## config.mk

```make
export PLATFORM = sky130hd
export DESIGN_NAME = mac_dot_sequencer
export DESIGN_NICKNAME = d
export VERILOG_FILES = /design/src/rtl/mac_pkg.sv /design/src/rtl/mac_acc_unit.sv /design/src/rtl/mac_dot_sequencer.sv
export SDC_FILE = /design/constraint.sdc
export NUM_CORES = 1
export LEC_CHECK = 0
export ABC_AREA = 1
export CORE_ASPECT_RATIO = 1.75
export CORE_MARGIN = 2
export CORE_UTILIZATION = 55
export DETAILED_ROUTE_END_ITERATION = 7
export GPL_ROUTABILITY_DRIVEN = 0
export PLACE_DENSITY = 0.87
export SETUP_SLACK_MARGIN = 0.15
export SLEW_MARGIN = 0
export SYNTH_ARGS = -nofsm -noshare
export SYNTH_HDL_FRONTEND = slang
export SYNTH_SLANG_ARGS = --single-unit
export TNS_END_PERCENT = 100
```

## constraint.sdc

```tcl
create_clock -name i_clk -period 2.6 [get_ports i_clk]
set_input_delay 0.39 -clock i_clk [delete_from_list [all_inputs] [get_ports i_clk]]
set_output_delay 0.39 -clock i_clk [all_outputs]
set_load 0.05 [all_outputs]
```

## src/rtl/mac_pkg.sv

```systemverilog
// Shared types and constants for the MAC dot-product sequencer.
// Also holds the 4x4 vedic multiplier, built from 2x2 vedic blocks.
package mac_pkg;

  localparam int LEN_W_DEF = 4;
  localparam int ACC_W_DEF = 12;
  localparam int PROD_W    = 8;

  typedef enum logic [1:0] {
    ST_IDLE  = 2'd0,
    ST_ACCUM = 2'd1,
    ST_DONE  = 2'd2
  } state_t;

  function automatic logic [3:0] vedic2x2(input logic [1:0] a, input logic [1:0] b);
    logic t1, t2, t3, c1;
    t1 = a[1] & b[0];
    t2 = a[0] & b[1];
    t3 = a[1] & b[1];
    c1 = t1 & t2;
    return {t3 & c1, t3 ^ c1, t1 ^ t2, a[0] & b[0]};
  endfunction

  // Partial products are summed vertically and crosswise, then stitched above bit 1.
  function automatic logic [PROD_W-1:0] vedic4x4(input logic [3:0] a, input logic [3:0] b);
    logic [3:0] q0, q1, q2, q3;
    logic [5:0] s1;
    logic [5:0] s2;
    q0 = vedic2x2(a[1:0], b[1:0]);
    q1 = vedic2x2(a[3:2], b[1:0]);
    q2 = vedic2x2(a[1:0], b[3:2]);
    q3 = vedic2x2(a[3:2], b[3:2]);
    s1 = {4'b0000, q0[3:2]} + {2'b00, q1} + {2'b00, q2};
    s2 = s1 + {q3, 2'b00};
    return {s2, q0[1:0]};
  endfunction

endpackage

```

## src/rtl/mac_acc_unit.sv

```systemverilog
// Multiply-accumulate datapath: vedic 4x4 product added into an ACC_W
// register with synchronous clear, enable and a sticky carry-out flag.
module mac_acc_unit
  import mac_pkg::*;
#(
  parameter int ACC_W = ACC_W_DEF
) (
  input  logic             i_clk,
  input  logic             i_rst,
  input  logic             i_clr,
  input  logic             i_en,
  input  logic [3:0]       i_a,
  input  logic [3:0]       i_b,
  output logic [ACC_W-1:0] o_acc,
  output logic             o_ovf
);

  logic [PROD_W-1:0] w_prod;
  logic [ACC_W:0]    w_sum;
  logic [ACC_W-1:0]  r_acc;
  logic              r_ovf;

  assign w_prod = vedic4x4(i_a, i_b);
  assign w_sum  = {1'b0, r_acc} + {{(ACC_W + 1 - PROD_W){1'b0}}, w_prod};

  // Accumulator and sticky overflow; the top bit of w_sum is the carry out of ACC_W.
  always_ff @(posedge i_clk or posedge i_rst) begin
    if (i_rst) begin
      r_acc <= '0;
      r_ovf <= 1'b0;
    end else if (i_clr) begin
      r_acc <= '0;
      r_ovf <= 1'b0;
    end else if (i_en) begin
      r_acc <= w_sum[ACC_W-1:0];
      r_ovf <= r_ovf | w_sum[ACC_W];
    end else begin
      r_acc <= r_acc;
      r_ovf <= r_ovf;
    end
  end

  assign o_acc = r_acc;
  assign o_ovf = r_ovf;

endmodule

```

## src/rtl/mac_dot_sequencer.sv

```systemverilog
// Job controller for the MAC datapath: start/len command, operand
// valid/ready stream, and a held result on a valid/ready port.
module mac_dot_sequencer
  import mac_pkg::*;
#(
  parameter int LEN_W = LEN_W_DEF,
  parameter int ACC_W = ACC_W_DEF
) (
  input  logic             i_clk,
  input  logic             i_rst,
  input  logic             i_start,
  input  logic [LEN_W-1:0] i_len,
  output logic             o_busy,
  input  logic             i_op_valid,
  input  logic [3:0]       i_op_a,
  input  logic [3:0]       i_op_b,
  output logic             o_op_ready,
  output logic             o_res_valid,
  output logic [ACC_W-1:0] o_res_data,
  output logic             o_res_ovf,
  input  logic             i_res_ready
);

  state_t           r_state;
  state_t           w_state_nxt;
  logic [LEN_W-1:0] r_count;
  logic [LEN_W-1:0] r_len_q;
  logic             w_clr;
  logic             w_en;
  logic             w_beat;
  logic             w_last;
  logic             w_in_accum;
  logic             w_in_done;
  logic [ACC_W-1:0] w_acc;
  logic             w_ovf;

  assign w_in_accum = (r_state == ST_ACCUM);
  assign w_in_done  = (r_state == ST_DONE);
  assign w_beat     = i_op_valid & w_in_accum;
  assign w_last     = (r_count == (r_len_q - LEN_W'(1)));

  // State register.
  always_ff @(posedge i_clk or posedge i_rst) begin
    if (i_rst) begin
      r_state <= ST_IDLE;
    end else begin
      r_state <= w_state_nxt;
    end
  end

  // Next-state and datapath control decode.
  always_comb begin
    w_state_nxt = r_state;
    w_clr       = 1'b0;
    w_en        = 1'b0;
    case (r_state)
      ST_IDLE: begin
        if (i_start) begin
          w_clr       = 1'b1;
          w_state_nxt = (i_len == LEN_W'(0)) ? ST_DONE : ST_ACCUM;
        end else begin
          w_state_nxt = ST_IDLE;
        end
      end
      ST_ACCUM: begin
        if (w_beat) begin
          w_en        = 1'b1;
          w_state_nxt = w_last ? ST_DONE : ST_ACCUM;
        end else begin
          w_state_nxt = ST_ACCUM;
        end
      end
      ST_DONE: begin
        if (i_res_ready) begin
          w_state_nxt = ST_IDLE;
        end else begin
          w_state_nxt = ST_DONE;
        end
      end
      default: begin
        w_state_nxt = ST_IDLE;
      end
    endcase
  end

  // Beat counter and job length, captured together with the accumulator clear.
  always_ff @(posedge i_clk or posedge i_rst) begin
    if (i_rst) begin
      r_count <= '0;
      r_len_q <= '0;
    end else if (w_clr) begin
      r_count <= '0;
      r_len_q <= i_len;
    end else if (w_en) begin
      r_count <= r_count + LEN_W'(1);
    end else begin
      r_count <= r_count;
      r_len_q <= r_len_q;
    end
  end

  mac_acc_unit #(
    .ACC_W(ACC_W)
  ) u_acc (
    .i_clk(i_clk),
    .i_rst(i_rst),
    .i_clr(w_clr),
    .i_en (w_en),
    .i_a  (i_op_a),
    .i_b  (i_op_b),
    .o_acc(w_acc),
    .o_ovf(w_ovf)
  );

  // Result is masked outside DONE so the port reads zero while idle or accumulating.
  assign o_busy      = w_in_accum | w_in_done;
  assign o_op_ready  = w_in_accum;
  assign o_res_valid = w_in_done;
  assign o_res_data  = w_in_done ? w_acc : '0;
  assign o_res_ovf   = w_in_done & w_ovf;

endmodule

```

# Word level (Yosys, flattened, before mapping)
# Cells that the tools add are included.
[totals] register_bits=23 elab_cells=70
[classes] add_sub_neg=6 eq_ne=3 muxes=17 bitwise_logic=36 n_reduce_logical=3
[op_table] cell="$mux 12" count=3
[op_table] cell="$and 1x1->1" count=26
[op_table] cell="$add 12x8->13" count=1
[op_table] cell="$mux 2" count=5
[op_table] cell="$mux 4" count=2
[op_table] cell="$xor 1x1->1" count=8
[op_table] cell="$add 6x4->6" count=1
[op_table] cell="$add 6x6->6" count=1
[op_table] cell="$mux 1" count=6
[op_table] cell="$pmux 2 s3" count=1
[op_table] cell="$add 2x4->5" count=1
[op_table] cell="$add 4x1->4 const B" count=1
[op_table] cell="$eq 4x4->1" count=1
[op_table] cell="$logic_not 4->1" count=1
[op_table] cell="$sub 4x1->4 const B" count=1
[op_table] cell="$eq 2x1->1 const B" count=1
[op_table] cell="$eq 2x2->1 const B" count=1
[op_table] cell="$logic_not 2->1" count=1
[op_table] cell="$or 1x1->1" count=2
[op_table] cell="$reduce_bool 2->1" count=1

# Depth between registers and ports, before layout
[logic_depth] word_depth=10 mapped_depth=24 ltp_nobuf=24

# Hierarchy
# A second synthesis with hierarchy kept.
[hier_totals] cells_unflattened=322 hier_area_um2=2238.4
[modules_own_cells] module="mac_acc_unit" n_inst=1 cells_per_inst=205 area_per_inst_um2=1486.4 seq_area_each_um2=325.3
[modules_own_cells] module="mac_dot_sequencer" n_inst=1 cells_per_inst=117 area_per_inst_um2=752.0 seq_area_each_um2=250.2

# Worst setup path before layout
# No wires, ideal clock.
[synth_timing] path_kind="input to register" from="input port i_op_a[1]" to="register u_acc.r_acc[11] (netlist: u_acc.o_acc[11])" setup_ns=0.119 t_arrival_ns=3.870 required_time_ns=2.481 setup_slack_ns=-1.389 stages=21 path_buffers=0 path_cell_list="nand2_1 -> inv_1 -> ha_1 -> ha_1 -> ha_1 -> inv_1 -> fa_1 -> xor2_1 -> fa_1 -> fa_1 -> o21ai_0 -> xor2_1 -> ha_1 -> nand2_2 -> inv_2 -> nand2_1 -> nand2_1 -> nor2_1 -> nand2_2 -> a21oi_1 -> nor2_1"
[synth_between] elab_chain_len=9 word_cells_on_any_way=18 classes_between="add/sub: 4; mux: 2; bitwise: 12"
[synth_lines] element="start: declaration" line_no="mac_dot_sequencer.sv:15" source="input logic [3:0] i_op_a,"
[synth_lines] element="$and 1x1->1" line_no="mac_pkg.sv:17" source="t1 = a[1] & b[0];"
[synth_lines] element="$and 1x1->1" line_no="mac_pkg.sv:20" source="c1 = t1 & t2;"
[synth_lines] element="$xor 1x1->1 / $and 1x1->1 (equally long branches)" line_no="mac_pkg.sv:21" source="return {t3 & c1, t3 ^ c1, t1 ^ t2, a[0] & b[0]};"
[synth_lines] element="$add 2x4->5" line_no="mac_pkg.sv:33" source="s1 = {4'b0000, q0[3:2]} + {2'b00, q1} + {2'b00, q2};"
[synth_lines] element="$add 6x4->6" line_no="mac_pkg.sv:33"
[synth_lines] element="$add 6x6->6" line_no="mac_pkg.sv:34" source="s2 = s1 + {q3, 2'b00};"
[synth_lines] element="$add 12x8->13 *" line_no="mac_acc_unit.sv:24" source="assign w_sum = {1'b0, r_acc} + {{(ACC_W + 1 - PROD_W){1'b0}}, w_prod};"
[synth_lines] element="$mux 12 *" line_no="mac_acc_unit.sv:34" source="end else if (i_en) begin"
[synth_lines] element="$mux 12 *" line_no="mac_acc_unit.sv:31" source="end else if (i_clr) begin"
[synth_lines] element="end signal: assignment" line_no="mac_acc_unit.sv:35" source="r_acc <= w_sum[ACC_W-1:0];"
[synth_lines] element="end signal: assignment" line_no="mac_acc_unit.sv:38" source="r_acc <= r_acc;"
[synth_lines] element="end: declaration" line_no="mac_acc_unit.sv:20" source="logic [ACC_W-1:0] r_acc;"
# Every way passes the cells marked *; elsewhere a longest branch is shown, timed or not. The select of a mux whose other input is x is not followed.
# A chain may end at the register's enable or synchronous reset.

# Worst setup path in the final report
[layout_timing] from="input port i_op_a[2]" to="register u_acc.r_acc[8] (netlist: u_acc.o_acc[8])"
[layout_between] elab_chain_len=9 word_cells_on_any_way=18 classes_between="add/sub: 4; mux: 2; bitwise: 12"
[layout_lines] element="$and 1x1->1" line_no="mac_pkg.sv:18" source="t2 = a[0] & b[1];"
[layout_lines] element="$and 1x1->1" line_no="mac_pkg.sv:20"
[layout_lines] element="$xor 1x1->1 / $and 1x1->1 (equally long branches)" line_no="mac_pkg.sv:21"
[layout_lines] element="$add 2x4->5" line_no="mac_pkg.sv:33"
[layout_lines] element="$add 6x4->6" line_no="mac_pkg.sv:33"
[layout_lines] element="$add 6x6->6 *" line_no="mac_pkg.sv:34"
[layout_lines] element="$add 12x8->13 *" line_no="mac_acc_unit.sv:24"
[layout_lines] element="$mux 12 *" line_no="mac_acc_unit.sv:34"
[layout_lines] element="$mux 12 *" line_no="mac_acc_unit.sv:31"
# Marks and branches as above.

==> impl_metrics.json <==
{
  "outcome": "complete, but fails checks",
  "violations": "negative setup slack",
  "final_cell_area_sq_um": 3170,
  "num_antenna_cells": 0,
  "port_buffers": 32,
  "die-area_sq_um": 4660,
  "io_pins": 33,
  "ys_seq_elements": 23,
  "initial_core_util": 0.579,
  "endpoint_kind": "flop",
  "synth-warning-count": 0,
  "drive_above_1_share": 0.334,
  "multiInputGateArea_sq_um": 1680,
  "drt_iter0_drc": 63,
  "num_rows": 30,
  "final_common_cell": "nand2_1",
  "startpoint_type": "primary input",
  "grt_overflow": 0,
  "drt.antenna.violating_nets": 0,
  "vias": 2351,
  "postCtsHoldBufs": 0,
  "ir_drop_v": 0.000718,
  "antenna_found_initial": 0,
  "setup_violations": 10,
  "final_hold_viol_count": 0,
  "wl_per_cell_microns": 14.7,
  "required_ns": 2.77,
  "cts_buffer_depth": 2,
  "clock_skew_ns": 0.00443,
  "path_clk_slew_ns": 0.09,
  "fin_crit_sh": 1.43,
  "wl_microns": 6450,
  "die_w_microns": 52.5,
  "critPathKind": "in -> reg",
  "rsz0062_at_grt": "yes",
  "synth_area_per_cell_sq_um": 6.83,
  "htreeDepth": 1,
  "nFillCells": 254,
  "insertion_delay_ns": 0.27,
  "tns_ns": -8.96,
  "max_slew_margin": 0.559,
  "cts.sinks": 23,
  "cts_buffers": 3,
  "grt_pass1_vias": 2431,
  "synthesis.area_sq_um": 2260,
  "hold_class": "in -> async",
  "dpl_worst_slack_ns": -1.83,
  "ff_latch_area_sq_um": 576,
  "ys_seq_area_frac": 0.255,
  "dpl_cell_area_sq_um": 2890,
  "finalNetCount": 446,
  "die_h_microns": 88.8,
  "final_cell_mix": "nand2_1, inv_1, buf_4",
  "setup_ws_ns": -1.13,
  "dr.pass1.iters": 4,
  "cts_tree": "built",
  "grt_pass1_wl_microns": 10100,
  "powerDensity_nw_per_um2": 796,
  "drv_slew": 0,
  "path_max_fanout": 5,
  "ys_types": 24,
  "grt_max_degree": 24,
  "worstPathArrival_ns": 3.89,
  "fin_crit_ns": 3.73,
  "tightest_slew_ns": 0.661,
  "fmax_ghz": 0.268,
  "drcViolationCount": 0,
  "postSynthCellCount": 331,
  "coreArea_sq_um": 3900,
  "grt_usage": 0.284,
  "drv_cap": 0,
  "ctsRootBufferMaster": "clkbuf_8",
  "power_leakage_nw": 1.83,
  "syn2layout_area_growth_pct": 40.4,
  "dpl.hpwl_microns": 4380,
  "syn-num-nets": 384,
  "viasPerCell": 5.34
}
[routing by layer]
| metal | global-route usage | wire (microns) |
|---|---|---|
| met1 | 0.269 | 2190 |
| met2 | 0.566 | 3810 |
| met3 | 0.0203 | 200 |
| met4 | 0.161 | 245 |
| met5 | 0 | 0 |
[worst max-delay path, stage by stage]
cell           delay [ns]
dlygate4sd2_1        0.26
nand2_1              0.07
inv_2                0.04
ha_4                 0.14
ha_1                 0.32
nand3_1              0.12
nand2_2              0.07
xnor2_2              0.16
fa_1                 0.55
inv_1                0.07
ha_4                 0.26
a21oi_2              0.15
nand2_2              0.07
xor2_1               0.16
ha_1                 0.36
nand2_1              0.11
nor2_1               0.16
nand2_1              0.13
nand2_4              0.12
nand3_1              0.07
nand2_1              0.07
nor2_1               0.05
[sequential cells by signal (all words and copies together), names as in the netlist]
signal,cells
u_acc.o_acc,12
r_state,2
u_acc.o_ovf,1
r_count,4
r_len_q,4
[cell families after synthesis]
kind of cell,Yosys count,share of synthesized area
AOI/OAI and AO/OA,32,0.0797
xor gates and xnor gates,8,0.0310
adders and majority gates,36,0.216
buffers and inverters,83,0.138
DFF,23,0.255
and+or+nand+nor,149,0.281
[cell type report]
| type | instances | area share |
|---|---|---|
| well taps | 48 | 0.0189 |
| flip-flops and latches | 23 | 0.181 |
| inverters | 81 | 0.0966 |
| repair buffers | 59 | 0.161 |
| multi-input cells | 225 | 0.528 |
| clock buffers | 4 | 0.0142 |
[Yosys cell counts]
| library cell | n | area, sq um |
|---|---|---|
| a21oi_1 | 13 | 65.1 |
| a21oi_2 | 2 | 17.5 |
| a22o_1 | 1 | 8.76 |
| clkbuf_1 | 2 | 7.51 |
| dfrtp_1 | 23 | 576 |
| fa_1 | 5 | 100 |
| ha_1 | 31 | 388 |
| inv_1 | 76 | 285 |
| inv_2 | 5 | 18.8 |
| nand2_1 | 99 | 372 |
| nand2_2 | 7 | 43.8 |
| nand3_1 | 17 | 85.1 |
| nand3_2 | 2 | 20.0 |
| nand3b_1 | 1 | 7.51 |
| nand4_1 | 1 | 6.26 |
| nor2_1 | 19 | 71.3 |
| nor2_2 | 1 | 6.26 |
| nor2_4 | 2 | 22.5 |
| o21ai_0 | 12 | 60.1 |
| o21ai_2 | 1 | 8.76 |
| o21bai_1 | 1 | 7.51 |
| o22ai_1 | 2 | 12.5 |
| xnor2_1 | 3 | 26.3 |
| xor2_1 | 5 | 43.8 |
[stage by stage]
stage / hold slack [ns] / power [mW] / cells / util
after CTS: 0.474 / 2.37 / 439 / 0.786
after floorplan: 0.392 / 1.59 / 331 / -
after global placement: 0.472 / 1.95 / 430 / 0.741
after detailed placement: 0.481 / 2.01 / 430 / 0.741
final: 0.460 / 2.52 / 440 / 0.813
after global routing: 0.522 / 2.71 / 440 / 0.813
[power breakdown]
part           total (mW)  switching, mW  internal, mW
registers           0.593          0.119         0.474
clock network       0.234          0.124         0.110
logic                1.70          0.982         0.714
total                2.52           1.23          1.30
[repair_timing]
action                                  in CTS  in global routing
gates resized for setup                     47                 28
pin swaps                                   29                 28
endpoints found under the setup margin      11                 10
cloned                                       0                  0
buffers inserted                             5                  1
[worst paths after layout]
check	cells past startpoint	endpoint	slack, ns	startpoint
max in group asynchronous	3	u_acc.o_acc[9]	1.89	i_rst
worst min-delay path	3	r_state[0]	0.46	i_rst
worst max-delay path	22	u_acc.o_acc[8]	-1.13	i_op_a[2]
worst max register to register	9	u_acc.o_acc[8]	0.73	u_acc.o_acc[0]
worst min register to register	1	r_count[3]	0.49	r_count[3]
min in group i_clk	1	r_count[3]	0.49	r_count[3]
Power figures use the tool's default switching activity.
==> edit, RTL diff (same flow settings) <==
Reset style: synchronous (`i_rst`), changed in 3 clocked blocks.
--- a/src/rtl/mac_acc_unit.sv
+++ b/src/rtl/mac_acc_unit.sv
@@ -26,3 +26,3 @@
   // Accumulator and sticky overflow; the top bit of w_sum is the carry out of ACC_W.
-  always_ff @(posedge i_clk or posedge i_rst) begin
+  always_ff @(posedge i_clk) begin
     if (i_rst) begin
--- a/src/rtl/mac_dot_sequencer.sv
+++ b/src/rtl/mac_dot_sequencer.sv
@@ -42,3 +42,3 @@
   // State register.
-  always_ff @(posedge i_clk or posedge i_rst) begin
+  always_ff @(posedge i_clk) begin
     if (i_rst) begin
@@ -86,3 +86,3 @@
   // Beat counter and job length, captured together with the accumulator clear.
-  always_ff @(posedge i_clk or posedge i_rst) begin
+  always_ff @(posedge i_clk) begin
     if (i_rst) begin
Behaviour: differs if i_rst is asserted again (counterexample within 4 cycles, from zero or initial values and one cycle with i_rst high); with i_rst held inactive, the same outputs for 4 cycles.
==> edit against the original RTL <==
Final area decreased by 1.1%. Core utilization fell by 0.90 points. Via count fell by 0.72%. Register-to-register slack improved by 100 ps. The flow still finishes with violations (negative setup slack). Cell count grew 3.0%. Synthesized cell count increased by 5.1%. Synthesized area down 0.89%. Worst hold slack better by 45 ps. Worst setup slack gained 20 ps. Routed wire length down 5.7%. Largest cell class unchanged. Sequential cell count unchanged.
Power is not compared: it rests on default switching activity, and its combinational part moved more than twofold at a synthesized area within 25%.
==> edit: results (changes against the original RTL) <==
Run status
  – Status: finished, violations left
  – Failing checks: negative setup slack

GRT
  – Total GRT Usage: 27.9% (-0.52 points)
  – Number of global-route vias before repair: 2337 (-3.9%)

Routing
  – TritonRoute pass-1 iters: 5 (+1)
  – Final WL: 6.08 mm (-5.7%)
  – Vias/cell: 5.15 (-3.6%)
  – Initial DRC Count: 39 (-38%)

Critical path
  – RR Startpoint: r_state[1]
  – R2r endpoint: r_count[3]
  – Critical path arrival: 3880 ps (about the same)
  – Worst Reg-to-Reg Cells: 8 (-1)
  – Flop2flop setup slack: 830 ps (+100 ps)

Timing
  – Final setup fails: 10 (unchanged)
  – Setup WS post-layout: -1110 ps (+20.3 ps)
  – Least-Margin Pin Slew: 519 ps (-142 ps)
  – Fin Hold WS: 505 ps (+45.5 ps)
  – Skew final: 5.76 ps (+1.33 ps)
  – Setup TNS: -8860 ps (+100 ps)

Die
  – Die width: 52.2 um (-0.41%)

Cells and area
  – Layout cells sized above 1: 29.9% (-3.5 points)
  – Layout area overhead: 40.1%
  – Fillers: 271 (+6.7%)
  – Final Net Count: 459 (+2.9%)

Synth
  – Asr flop ratio synth: 0% (-100 points)
  – Synth top area cells: dfxtp_1, ha_1, nand2_1
  – Top cells by count, synth: nand2_1, inv_1, ha_1, nor2_1, dfxtp_1
  – Primary FF master, synth: dfxtp_1
  – Synth cell types: 29 (+21%)

Worst hold path
  – Hold Crit Class: flop to flop
==> edit: stage by stage <==
stage / setup WS (ps) / cells / power [mW]
after floorplan: -1030 / 348 / 0.712
after global placement: -1750 / 445 / 0.856
after detailed placement: -1840 / 445 / 0.871
after CTS: -1060 / 452 / 1.16
after global routing: -1220 / 453 / 1.27
final: -1110 / 453 / 1.19
==> edit: worst max path at each step <==
stage / start / end / depth (start not counted)
after global placement: i_op_b[0] / u_acc.o_acc[9] / 23
after detailed placement: i_op_b[0] / u_acc.o_acc[11] / 22
after CTS: i_op_b[1] / u_acc.o_acc[11] / 21
after global routing: i_op_b[1] / u_acc.o_acc[11] / 23
after floorplan: i_op_a[0] / u_acc.o_acc[10] / 23
final: i_op_b[1] / u_acc.o_acc[7] / 24
==> edit: area by class of cell <==
class,count,share of cell area [%]
sequential,23,14.7
tap,48,1.91
clock buffer,4,1.44
multi-input combinational,241,56.5
timing repair buffer,56,15.8
inverter,81,9.69
==> edit: cells by family (layout without fill, tap and decap cells) <==
group,Yosys count,in the layout,synth area share [%]
xor gates and xnor gates,9,9,3.52
DFF,23,23,20.6
buffers and inverters,84,141,14.5
AOI/OAI and AO/OA,28,28,6.87
and+or+nand+nor,168,168,32.8
adders and majority gates,36,36,21.8
==> edit: routing by layer <==
metal / vias to the layer above / global-route usage, % / part of all wire, %
li1: 1168 / - / -
met1: 1085 / 23.9 / 34
met2: 62 / 60.6 / 60
met3: 19 / 2.20 / 2.8
met4: 0 / 11.4 / 3.3
met5: - / 0 / 0
==> edit: repair_timing <==
action | CTS | global route
endpoints found under the setup margin | 11 | 11
cloned | 0 | 0
gates resized for setup | 63 | 8
pin swaps | 37 | 13
buffers inserted | 3 | 1
==> edit: worst max-delay path, delay by kind of cell <==
kind            cells  cell delay [ps]
simple gates        8              650
compound gates      1              210
xor+xnor            2              340
buf+inv             6              340
fa+ha+maj           7             1940
==> edit: power by group through the flow <==
stage	Sequential (mW)	Combinational [mW]	Clock [mW]
6_report	0.378	0.588	0.227
5_1_grt	0.380	0.644	0.244
4_1_cts	0.377	0.559	0.226
3_5_place_dp	0.385	0.486	0
3_3_place_gp	0.384	0.472	0
2_1_floorplan	0.382	0.330	0
